--- src/rtl/prog_counter.sv ---
// Programmable up/down counter with prescaler, four counting modes and a
// shared-bus style output stage.
//
// Ports:
//   clk        sole clock, rising edge
//   rst        asynchronous active-high reset
//   en         count enable (gates prescaler and count advance)
//   load       synchronous load request, honoured only while oe=0
//   load_val   value loaded into the counter
//   dir        1 = count up, 0 = count down
//   mode       00 free-run, 01 modulo, 10 one-shot, 11 hold
//   limit      terminal value for modulo / one-shot up counting
//   prescale   one count step per prescale+1 enabled cycles
//   oe         1 = block drives the shared bus
//   count_out  count while oe=0, zero while oe=1
//   bus_out    count, always
//   bus_oe     every bit equals oe
//   tc         registered terminal-count pulse
//   done       one-shot complete flag
module prog_counter #(
  parameter int unsigned WIDTH = 8,
  parameter int unsigned PRE_W = 4
) (
  input  logic             clk,
  input  logic             rst,
  input  logic             en,
  input  logic             load,
  input  logic [WIDTH-1:0] load_val,
  input  logic             dir,
  input  logic [1:0]       mode,
  input  logic [WIDTH-1:0] limit,
  input  logic [PRE_W-1:0] prescale,
  input  logic             oe,
  output logic [WIDTH-1:0] count_out,
  output logic [WIDTH-1:0] bus_out,
  output logic [WIDTH-1:0] bus_oe,
  output logic             tc,
  output logic             done
);

  typedef enum logic [0:0] {StRun, StDone} state_e;

  state_e           state_q;
  logic [WIDTH-1:0] count_q;
  logic [PRE_W-1:0] pre_q;
  logic [WIDTH-1:0] term;
  logic [WIDTH-1:0] step;
  logic             load_ok;
  logic             active;
  logic             tick;
  logic             at_term;

  // A load while the block owns the bus is dropped entirely.
  assign load_ok = load & ~oe;

  // Prescaler only runs while counting is possible: not in hold mode, not finished.
  assign active  = en & (mode != 2'b11) & (state_q == StRun);
  assign tick    = active & (pre_q == prescale);

  always_comb begin
    term = '0;
    if (dir) begin
      term = (mode == 2'b00) ? '1 : limit;
    end
  end

  assign at_term = (count_q == term);
  assign step    = dir ? count_q + WIDTH'(1) : count_q - WIDTH'(1);

  always_ff @(posedge clk or posedge rst) begin
    if (rst) begin
      count_q <= '0;
      pre_q   <= '0;
      state_q <= StRun;
      tc      <= 1'b0;
      done    <= 1'b0;
    end else if (load_ok) begin
      // Load wins over a coincident tick.
      count_q <= load_val;
      pre_q   <= '0;
      state_q <= StRun;
      tc      <= 1'b0;
      done    <= 1'b0;
    end else begin
      tc <= 1'b0;
      if (active) begin
        pre_q <= tick ? '0 : pre_q + PRE_W'(1);
      end
      if (tick) begin
        case (mode)
          2'b00: begin
            count_q <= step;
            tc      <= at_term;
          end
          2'b01: begin
            // Up: anything at or above limit (e.g. a loaded value) wraps to 0.
            if (dir) begin
              count_q <= (count_q >= limit) ? '0 : step;
            end else begin
              count_q <= (count_q == '0) ? limit : step;
            end
            tc <= at_term;
          end
          2'b10: begin
            if (at_term) begin
              state_q <= StDone;
              tc      <= 1'b1;
              done    <= 1'b1;
            end else begin
              count_q <= step;
            end
          end
          default: ;
        endcase
      end
    end
  end

  assign bus_out   = count_q;
  assign count_out = oe ? '0 : count_q;
  assign bus_oe    = {WIDTH{oe}};

endmodule

--- config.mk ---
export PLATFORM = sky130hd
export DESIGN_NAME = prog_counter
export DESIGN_NICKNAME = d
export VERILOG_FILES = /design/src/rtl/prog_counter.sv
export SDC_FILE = /design/constraint.sdc
export NUM_CORES = 1
export LEC_CHECK = 0
export ABC_AREA = 1
export BUFFER_PORTS_ARGS = -buffer_cell sky130_fd_sc_hd__buf_2
export CAP_MARGIN = 10
export CORE_AREA = 2 2 73 75
export DETAILED_ROUTE_END_ITERATION = 10
export DIE_AREA = 0 0 75 77
export HOLD_SLACK_MARGIN = 0.15
export PLACE_DENSITY_LB_ADDON = 0.1
export SKIP_CTS_REPAIR_TIMING = 1
export SLEW_MARGIN = 15
export SYNTH_ARGS = -nofsm -noshare
export SYNTH_HDL_FRONTEND = slang
export SYNTH_SLANG_ARGS = --single-unit
--- constraint.sdc ---
create_clock -name clk -period 1.6 [get_ports clk]
set_clock_uncertainty 0.05 [all_clocks]
set_input_delay 0.32 -clock clk [delete_from_list [all_inputs] [get_ports clk]]
set_output_delay 0.32 -clock clk [all_outputs]
set_load 0.05 [all_outputs]
==> key figures, run 1 <==
Place
  • Placer congestion estimate: approximately 0.89
  • Placed cells: 478
  • Post-DP Area: 2600 um^2
  • Port bufs: 53
  • Detailed Place HPWL: 4470 um

Final layout
  • Design Area, Final: 2910 um^2
  • Layout cells sized above 1: 0.391
  • Post-Route Utilization: 0.584
  • # fillers: 480
  • Final Non-Filler Cells: 487
  • Post-layout net count: 462
  • Area Growth Syn to Fin: 50.9%
  • Diodes inserted: 0

Timing
  • Fin crit share: 1.11
  • Min Tclk post-route: 1.78 ns
  • Hold Slack: 0.336 ns
  • Final Setup Violations: 11
  • Worst Tran Pin Value: about 0.60 ns
  • Relative slew slack: 0.597
  • Worst setup margin: -0.176 ns
  • Achievable Freq: 563 MHz
  • Max Slew Vio Count: 0
  • RSZ-0062 raised after global routing: yes
  • Final Hold Vio Count: 0

Detailed routing
  • WL final: a little under 6000 um
  • DR DRC count: 0
  • Drt first pass iters: 6
  • Antenna-violating nets left: 0
  • First DRT Iteration DRCs: 99
  • Avg WL per Cell: 12.2 um
  • Via count: roughly 2300
  • Via/cell ratio: ~4.7

Power
  • PwrDens: 1560 nW/um^2
  • Leakage power: 1.61 nW
  • Max VDD drop: between 0.0007 and 0.0008 V

Outcome
  • Outcome: complete, but fails checks
  • Violated checks: negative setup slack

Critical path
  • Max incr delay on CP: 0.45 ns
  • Crit Path Class: register to register
  • Buffers & Inverters on Critical Path: 1
  • CP startpoint kind: register
  • Crit path required time: 1.69 ns
  • Crit-path most repeated cell: nand2_1
  • Kind of capture point of the worst setup path: register
  • CP Data Arrival Time: 1.86 ns
  • Crit path max-delay family: simple AND/OR/NAND/NOR gates
  • Crit-path max FO: 8
  • Crit path max-delay cell type: dfrtp_2
  • CP cell instances: inv_2 -> ha_4 -> nand2_2 -> nor2_2 -> nor2_1 -> nand2_1 -> nand2_1 -> nand2_2 -> nand2_4 -> nand3_1 -> nand2_1 -> nand3_1 -> nand2_1

GRT
  • Gr usage total: 0.205
  • Vias in the first global route: 2003
  • First-pass GRT wire length: 9320 um
  • Grt ovf: 0
  • Initial antenna violation count: 0
  • Pin count of the biggest net entering global routing: 20

Synthesis
  • Most frequent cell after synthesis: nand2_1
  • Post-synth EDFFs: 0
  • Yosys Warn Count: 0
  • Top_reg_cell synth: dfrtp_1
  • Yosys top cell area share: 0.228
  • Netlist Area Pre-Place: 1930 um^2
  • Main area contributors after synthesis: nand2_1 (23%), dfrtp_1 (18%), nand3_1 (12%), ha_1 (9.7%), inv_1 (9.2%)
  • Post-Synthesis Net Count: 370
  • Yosys top cell by area: nand2_1
  • Avg Inst Size Synth: 5.91 um^2
  • Commonest cells post-synth: nand2_1 (117), inv_1 (47), nand3_1 (46)
  • Synth cell types: 28
  • Yosys reg bits: 14
  • Async S/R FF share, synth: 1.00
  • Seq/Total Area, Yosys: 0.182
  • Synthesized instance count: 326

Floorplanning
  • # IOs: 54
  • Core Area: ~5000 um^2
  • Starting Density: 0.387
  • Total die area: 5780 um^2
  • Die Width: 75 um
  • Die height: ~77 um
  • Cell row count: 26

CTS
  • CTS sink cnt: 14
  • Clock slew at reported path FFs: 0.06 ns
  • Worst skew pair latency: 0.25 ns
  • Max clock buf depth: 2
  • CTS root buf: clkbuf_8
  • Num CTS Buffers: 3
  • CTS tree: yes
  • Htree depth: 1

Hold path
  • HP Class: primary input to register

Run
  • Max_cap viols: 0
[cell usage in the layout, fill, tap and decap left out, drive strengths merged]
cell type	netlist	routed
a21o	1	1
a21oi	7	7
buf	13	98
clkbuf	0	4
dfrtp	14	14
dlygate4sd3	0	1
fa	1	1
ha	15	15
inv	51	51
mux2i	1	1
nand2	124	124
nand3	49	50
nand3b	2	2
nand4	3	3
nor2	32	32
nor3	1	1
o211ai	1	1
o21a	1	1
o21ai	3	3
xnor2	5	5
xor2	2	2
[worst min-delay path, delay by kind of cell]
family | cells | cell delay, ns
buffers and inverters | 1 | 0.08
AND/OR/NAND/NOR | 4 | 0.20
[cells by family after synthesis]
family          after synthesis  synth area share
mux                           1           0.00520
compound gates               13            0.0377
buf+inv                      64             0.145
fa+ha+maj                    16             0.108
xor+xnor                      7            0.0318
simple gates                211             0.491
flops                        14             0.182
[area by class of cell]
type	instances	area [um^2]	share of cell area
repair buffers	99	693	0.239
well taps	70	87.6	0.0301
flip-flops and latches	14	360	0.124
inverters	51	199	0.0685
clock buffers	4	55.1	0.0189
multi-input cells	249	1510	0.520
[metrics by stage]
stage | setup slack (ns) | setup TNS, ns | power [mW]
global placement | -0.182 | -1.15 | 3.70
floorplan | -0.101 | -0.880 | 2.75
global route | -0.260 | -2.29 | 4.93
detailed placement | -0.184 | -1.23 | 3.72
finish | -0.176 | -1.29 | 4.52
CTS | -0.182 | -1.65 | 4.10
[per-layer routing]
metal | track usage | up-vias | routed length, um
met4 | 0.0161 | 0 | 116
li1 | - | 1199 | -
met3 | 0.0407 | 10 | 361
met5 | 0 | - | 0
met2 | 0.332 | 79 | 2750
met1 | 0.290 | 1001 | 2700
[power breakdown]
part	switching, mW	leakage (nW)	internal [mW]
sequential	0.283	0.171	0.487
clock	0.141	0.0288	0.218
combinational	1.94	1.41	1.45
[final timing paths]
| path | start | end | slack, ns | depth (start not counted) |
|---|---|---|---|---|
| worst min-delay path | load_val[0] | bus_out[0]$_DFFE_PP0P_ | 0.34 | 5 |
| max in group asynchronous | rst | bus_out[0]$_DFFE_PP0P_ | 0.43 | 3 |
| min in group asynchronous | rst | bus_out[2]$_DFFE_PP0P_ | 0.63 | 3 |
| worst max-delay path | bus_out[0]$_DFFE_PP0P_ | bus_out[6]$_DFFE_PP0P_ | -0.18 | 13 |
| worst min register to register | state_q$_DFFE_PP0P_ | state_q$_DFFE_PP0P_ | 0.48 | 2 |
| worst max register to register | bus_out[0]$_DFFE_PP0P_ | bus_out[6]$_DFFE_PP0P_ | -0.18 | 13 |
[flip-flops by register name, indices dropped and copies added, names as in the netlist]
signal / cells
bus_out: 8
pre_q: 4
state_q: 1
tc: 1
Note: power is estimated with default switching activity, not from simulation.
==> inputs of run 2 (changes only) <==
==> constraint.sdc (replaced) <==
create_clock -name clk -period 1.6 [get_ports clk]
set_clock_uncertainty 0.05 [all_clocks]
set_input_delay 0.48 -clock clk [delete_from_list [all_inputs] [get_ports clk]]
set_output_delay 0.48 -clock clk [all_outputs]
set_load 0.05 [all_outputs]
==> key figures, run 2 (synthesized netlist as in run 1, its figures left out) <==
GRT
  • Grt ovf: 0
  • First-pass GRT wire length: 9620 um
  • Vias in the first global route: 2063
  • Initial antenna violation count: 0
  • Gr usage total: 0.215
  • Pin count of the biggest net entering global routing: 20

Floorplanning
  • Die height: 77 um
  • Cell row count: 26
  • # IOs: 54
  • Starting Density: 0.387
  • Total die area: 5780 um^2
  • Die Width: around 75 um
  • Core Area: 4980 um^2

Timing
  • Achievable Freq: 555 MHz
  • Max Slew Vio Count: 0
  • Final Hold Vio Count: 0
  • Worst setup margin: -0.202 ns
  • Worst Tran Pin Value: 0.374 ns
  • Min Tclk post-route: about 1.8 ns
  • Relative slew slack: 0.750
  • Setup tns final: -1.93 ns
  • RSZ-0062 raised after global routing: yes
  • Fin crit share: 1.13
  • Final Setup Violations: 17

Run
  • Max_cap viols: 0

Outcome
  • Violated checks: negative setup slack
  • Outcome: complete, but fails checks

CTS
  • CTS sink cnt: 14
  • Max clock buf depth: 2
  • Htree depth: 1
  • Num CTS Buffers: 3
  • Clock slew at reported path FFs: ~0.060 ns
  • CTS root buf: clkbuf_8
  • CTS tree: yes
  • Worst skew pair latency: around 0.25 ns

Detailed routing
  • WL final: 6420 um
  • Drt first pass iters: 4
  • Avg WL per Cell: 13.1 um
  • First DRT Iteration DRCs: 110
  • Via count: 2310
  • Via/cell ratio: 4.70
  • Antenna-violating nets left: 0
  • DR DRC count: 0

Final layout
  • Area Growth Syn to Fin: 60.9%
  • # fillers: 500
  • Diodes inserted: 0
  • Most common cell after layout, fill and taps aside: nand2_1
  • Most frequent cells in the layout: nand2_1 (107), buf_4 (39), inv_1 (36), nand3_1 (36), buf_2 (33)
  • Post-layout net count: 466
  • Layout cells sized above 1: 0.439
  • Design Area, Final: slightly above 3000 um^2
  • Largest register FFs: 8

Critical path
  • CP Data Arrival Time: roughly 1.9 ns
  • R2R Path Start: bus_out[3]$_DFFE_PP0P_
  • CP startpoint kind: register
  • Reg2reg end: bus_out[6]$_DFFE_PP0P_
  • Worst R2R Path Depth: 12
  • Crit Path Class: register to register
  • Crit-path max FO: 6
  • Kind of capture point of the worst setup path: register
  • R2R Setup Slk: -0.20 ns
  • Crit path required time: 1.69 ns

Place
  • Detailed Place HPWL: slightly below 5000 um
  • Post-DP Area: 2730 um^2
  • Placer congestion estimate: between 0.8 and 0.9
  • Worst slack, placed: -0.328 ns
  • Port bufs: 53

Hold path
  • HP Class: primary input to asynchronous set/reset pin

Power
  • PwrDens: 1600 nW/um^2
  • Max VDD drop: between 0.0008 and 0.0009 V
  • Power, Total: between 4 and 5 mW
  • Leakage power: ~1.7 nW
==> run 2: worst max-delay path by stage <==
stage,startpoint,end,slack (ns),depth (start not counted)
2_1_floorplan,dir,bus_out[7]$_DFFE_PP0P_,-0.11,15
3_3_place_gp,dir,bus_out[7]$_DFFE_PP0P_,-0.31,13
3_5_place_dp,dir,bus_out[7]$_DFFE_PP0P_,-0.33,13
4_1_cts,bus_out[3]$_DFFE_PP0P_,count_out[3],-0.24,4
5_1_grt,bus_out[3]$_DFFE_PP0P_,bus_out[7]$_DFFE_PP0P_,-0.29,11
6_report,bus_out[3]$_DFFE_PP0P_,bus_out[6]$_DFFE_PP0P_,-0.20,12
==> run 2: layer usage <==
metal / share of wire / up-vias / routed length, um / GRT usage
met5: 0 / - / 0 / 0
met4: 0.013 / 0 / 82 / 0.0304
met3: 0.035 / 8 / 226 / 0.0302
met2: 0.51 / 56 / 3280 / 0.355
met1: 0.44 / 1037 / 2830 / 0.302
li1: - / 1209 / - / -
==> run 2: through the flow <==
stage / hold slack, ns / cells / utilization
4_1_cts: 0.153 / 482 / 0.557
2_1_floorplan: 0.319 / 326 / -
5_1_grt: 0.190 / 491 / 0.622
3_5_place_dp: 0.421 / 478 / 0.548
6_report: 0.140 / 491 / 0.622
3_3_place_gp: 0.424 / 478 / 0.548
==> run 2: report_power, final <==
part	total [mW]	internal (mW)	switching [mW]
clock	0.308	0.177	0.132
combinational	3.85	1.68	2.17
sequential	0.784	0.497	0.286
==> run 2: area by class of cell <==
class	count	area (um^2)	area share
Clock buffer	4	45.0	0.0145
Inverter	51	221	0.0715
Multi-Input combinational cell	249	1570	0.506
Sequential cell	14	365	0.118
Tap cell	70	87.6	0.0283
Timing Repair Buffer	103	812	0.262
==> run 2: critical path: stages (launching register included) <==
cell,delay [ns]
dfrtp_4,0.55
buf_6,0.15
ha_4,0.22
nand2_1,0.07
nand2_2,0.07
nand2_2,0.08
nand3_2,0.09
nand2_2,0.08
nand3_2,0.09
nand3_2,0.09
nand2_1,0.05
nand3_1,0.06
nand2_1,0.06
==> inputs of run 3 (changes only) <==
--- a/config.mk
+++ b/config.mk
@@ -13,6 +13,7 @@
 export DIE_AREA = 0 0 75 77
 export HOLD_SLACK_MARGIN = 0.15
 export PLACE_DENSITY_LB_ADDON = 0.1
+export SETUP_SLACK_MARGIN = 0.1
 export SKIP_CTS_REPAIR_TIMING = 1
 export SLEW_MARGIN = 15
 export SYNTH_ARGS = -nofsm -noshare
==> key figures, run 3 (synthesized netlist as in run 1, its figures left out) <==
Power
  • PwrDens: 1590 nW/um^2
  • Max VDD drop: 0.000803 V
  • Comb pwr share: 0.783
  • Reg power frac: 0.148
  • Sw frac: 0.509
  • Switching power total: 2.67 mW
  • Leakage power: 1.73 nW
  • Internal: 2.58 mW
  • Clock share of power: 0.069

Floorplanning
  • Core Area: 4980 um^2
  • # IOs: 54
  • Die height: 77 um
  • Starting Density: 0.387
  • Total die area: 5780 um^2
  • Cell row count: 26
  • Die Width: around 75 um

CTS
  • Worst skew pair latency: around 0.25 ns
  • CTS sink cnt: 14
  • CTS tree: yes
  • CTS root buf: clkbuf_8
  • Num CTS Buffers: 3
  • Max clock buf depth: 2
  • Htree depth: 1
  • Clock slew at reported path FFs: 0.06 ns

GRT
  • GR Util met3: 0.0289
  • Met2 usage: 0.361
  • Gr busiest metal: met2
  • First-pass GRT wire length: 9810 um
  • Initial antenna violation count: 0
  • Routing usage on met1: 0.289
  • Grt ovf: 0
  • Pin count of the biggest net entering global routing: 15
  • Gr usage total: 0.216
  • Vias in the first global route: 2184

Final layout
  • Largest register FFs: 8
  • Design Area, Final: 3300 um^2
  • Final Non-Filler Cells: 495
  • Most common cell after layout, fill and taps aside: nand2_1
  • Area Growth Syn to Fin: 71.6%
  • # fillers: 450
  • Post-Route Utilization: 0.664
  • Most frequent cells in the layout: nand2_1 (102), nand3_1 (38), inv_1 (37), buf_4 (36), buf_2 (29)
  • Layout cells sized above 1: 0.468
  • Post-layout net count: 470
  • Diodes inserted: 0

Run
  • Max_cap viols: 0

Place
  • Port bufs: 53
  • Post-DP Area: 2810 um^2
  • Detailed Place HPWL: 4850 um
  • Placed cells: about 480
  • Placer congestion estimate: ~0.85

Critical path
  • Crit-path most repeated cell: nand2_1
  • Buffers & Inverters on Critical Path: 0
  • Max incr delay on CP: 0.54 ns
  • Crit-path max FO: 8
  • Crit path max-delay cell type: dfrtp_4
  • Kind of capture point of the worst setup path: register
  • CP startpoint kind: register
  • CP cell instances: ha_4 -> nand2_2 -> nor2_1 -> nor2_1 -> nand2_1 -> nand2_1 -> nand2_2 -> nand2_4 -> nand3b_1 -> nand2_1 -> nand3_1 -> nand2_1
  • Crit Path Class: register to register
  • Crit path max-delay family: simple AND/OR/NAND/NOR gates
  • Crit path required time: 1.69 ns
  • CP Data Arrival Time: 1.90 ns

Timing
  • Achievable Freq: 555 MHz
  • Max Slew Vio Count: 0
  • Worst setup margin: -0.202 ns
  • RSZ-0062 raised after global routing: yes
  • Final Setup Violations: 18
  • Fin crit share: 1.13
  • Hold Slack: 0.224 ns
  • Relative slew slack: 0.615
  • Final Hold Vio Count: 0
  • Min Tclk post-route: 1.80 ns
  • Worst Tran Pin Value: about 0.58 ns

Detailed routing
  • Via count: 2356
  • Via/cell ratio: 4.76
  • Avg WL per Cell: 12.9 um
  • Antenna-violating nets left: 0
  • First DRT Iteration DRCs: 84
  • WL final: roughly 6400 um
  • DR DRC count: 0
  • Drt first pass iters: 4

Outcome
  • Violated checks: negative setup slack
  • Outcome: complete, but fails checks

Hold path
  • HP Class: primary input to asynchronous set/reset pin
## run 3: changes by cell type in the layout (fill, tap and decap cells not counted), sizes merged
cell	change
buf	+9
clkbuf	-5
## run 3: layer usage
metal,vias to the layer above,part of all wire
met5,-,0
met4,0,0.020
met3,12,0.043
met2,54,0.51
met1,1067,0.43
li1,1223,-
## run 3: per-stage QoR
stage / worst slack (ns) / TNS [ns] / total power [mW]
after floorplan: -0.112 / -0.664 / 2.95
after global placement: -0.353 / -3.41 / 3.98
after detailed placement: -0.356 / -3.52 / 4.01
after CTS: -0.207 / -3.67 / 4.40
after global routing: -0.291 / -3.08 / 5.66
final: -0.202 / -2.04 / 5.25
## run 3: worst paths after layout
check | cells after the start | end | start | slack (ns)
worst max register to register | 12 | bus_out[1]$_DFFE_PP0P_ | bus_out[3]$_DFFE_PP0P_ | -0.20
worst min-delay path | 2 | tc$_DFF_PP0_ | rst | 0.22
min in group clk | 1 | pre_q[0]$_DFFE_PP0P_ | pre_q[0]$_DFFE_PP0P_ | 0.49
worst max-delay path | 12 | bus_out[1]$_DFFE_PP0P_ | bus_out[3]$_DFFE_PP0P_ | -0.20
worst min register to register | 1 | pre_q[0]$_DFFE_PP0P_ | pre_q[0]$_DFFE_PP0P_ | 0.49
max in group asynchronous | 2 | bus_out[5]$_DFFE_PP0P_ | rst | 0.84
## run 3: power by group through the flow
stage                     combinational (mW)  sequential, mW  clock, mW
final                                   4.11           0.779      0.361
after global routing                    4.49           0.792      0.383
after CTS                               3.26           0.772      0.370
after detailed placement                3.24           0.778          0
after global placement                  3.21           0.773          0
after floorplan                         1.87            1.08          0
## run 3: final cells by class
| class | count | area (um^2) | share of cell area |
|---|---|---|---|
| timing repair buffer | 107 | 961 | 0.291 |
| inverter | 51 | 224 | 0.0678 |
| clock buffer | 4 | 55.1 | 0.0167 |
| sequential | 14 | 370 | 0.112 |
| multi-input combinational | 249 | 1610 | 0.486 |
| tap | 70 | 87.6 | 0.0265 |
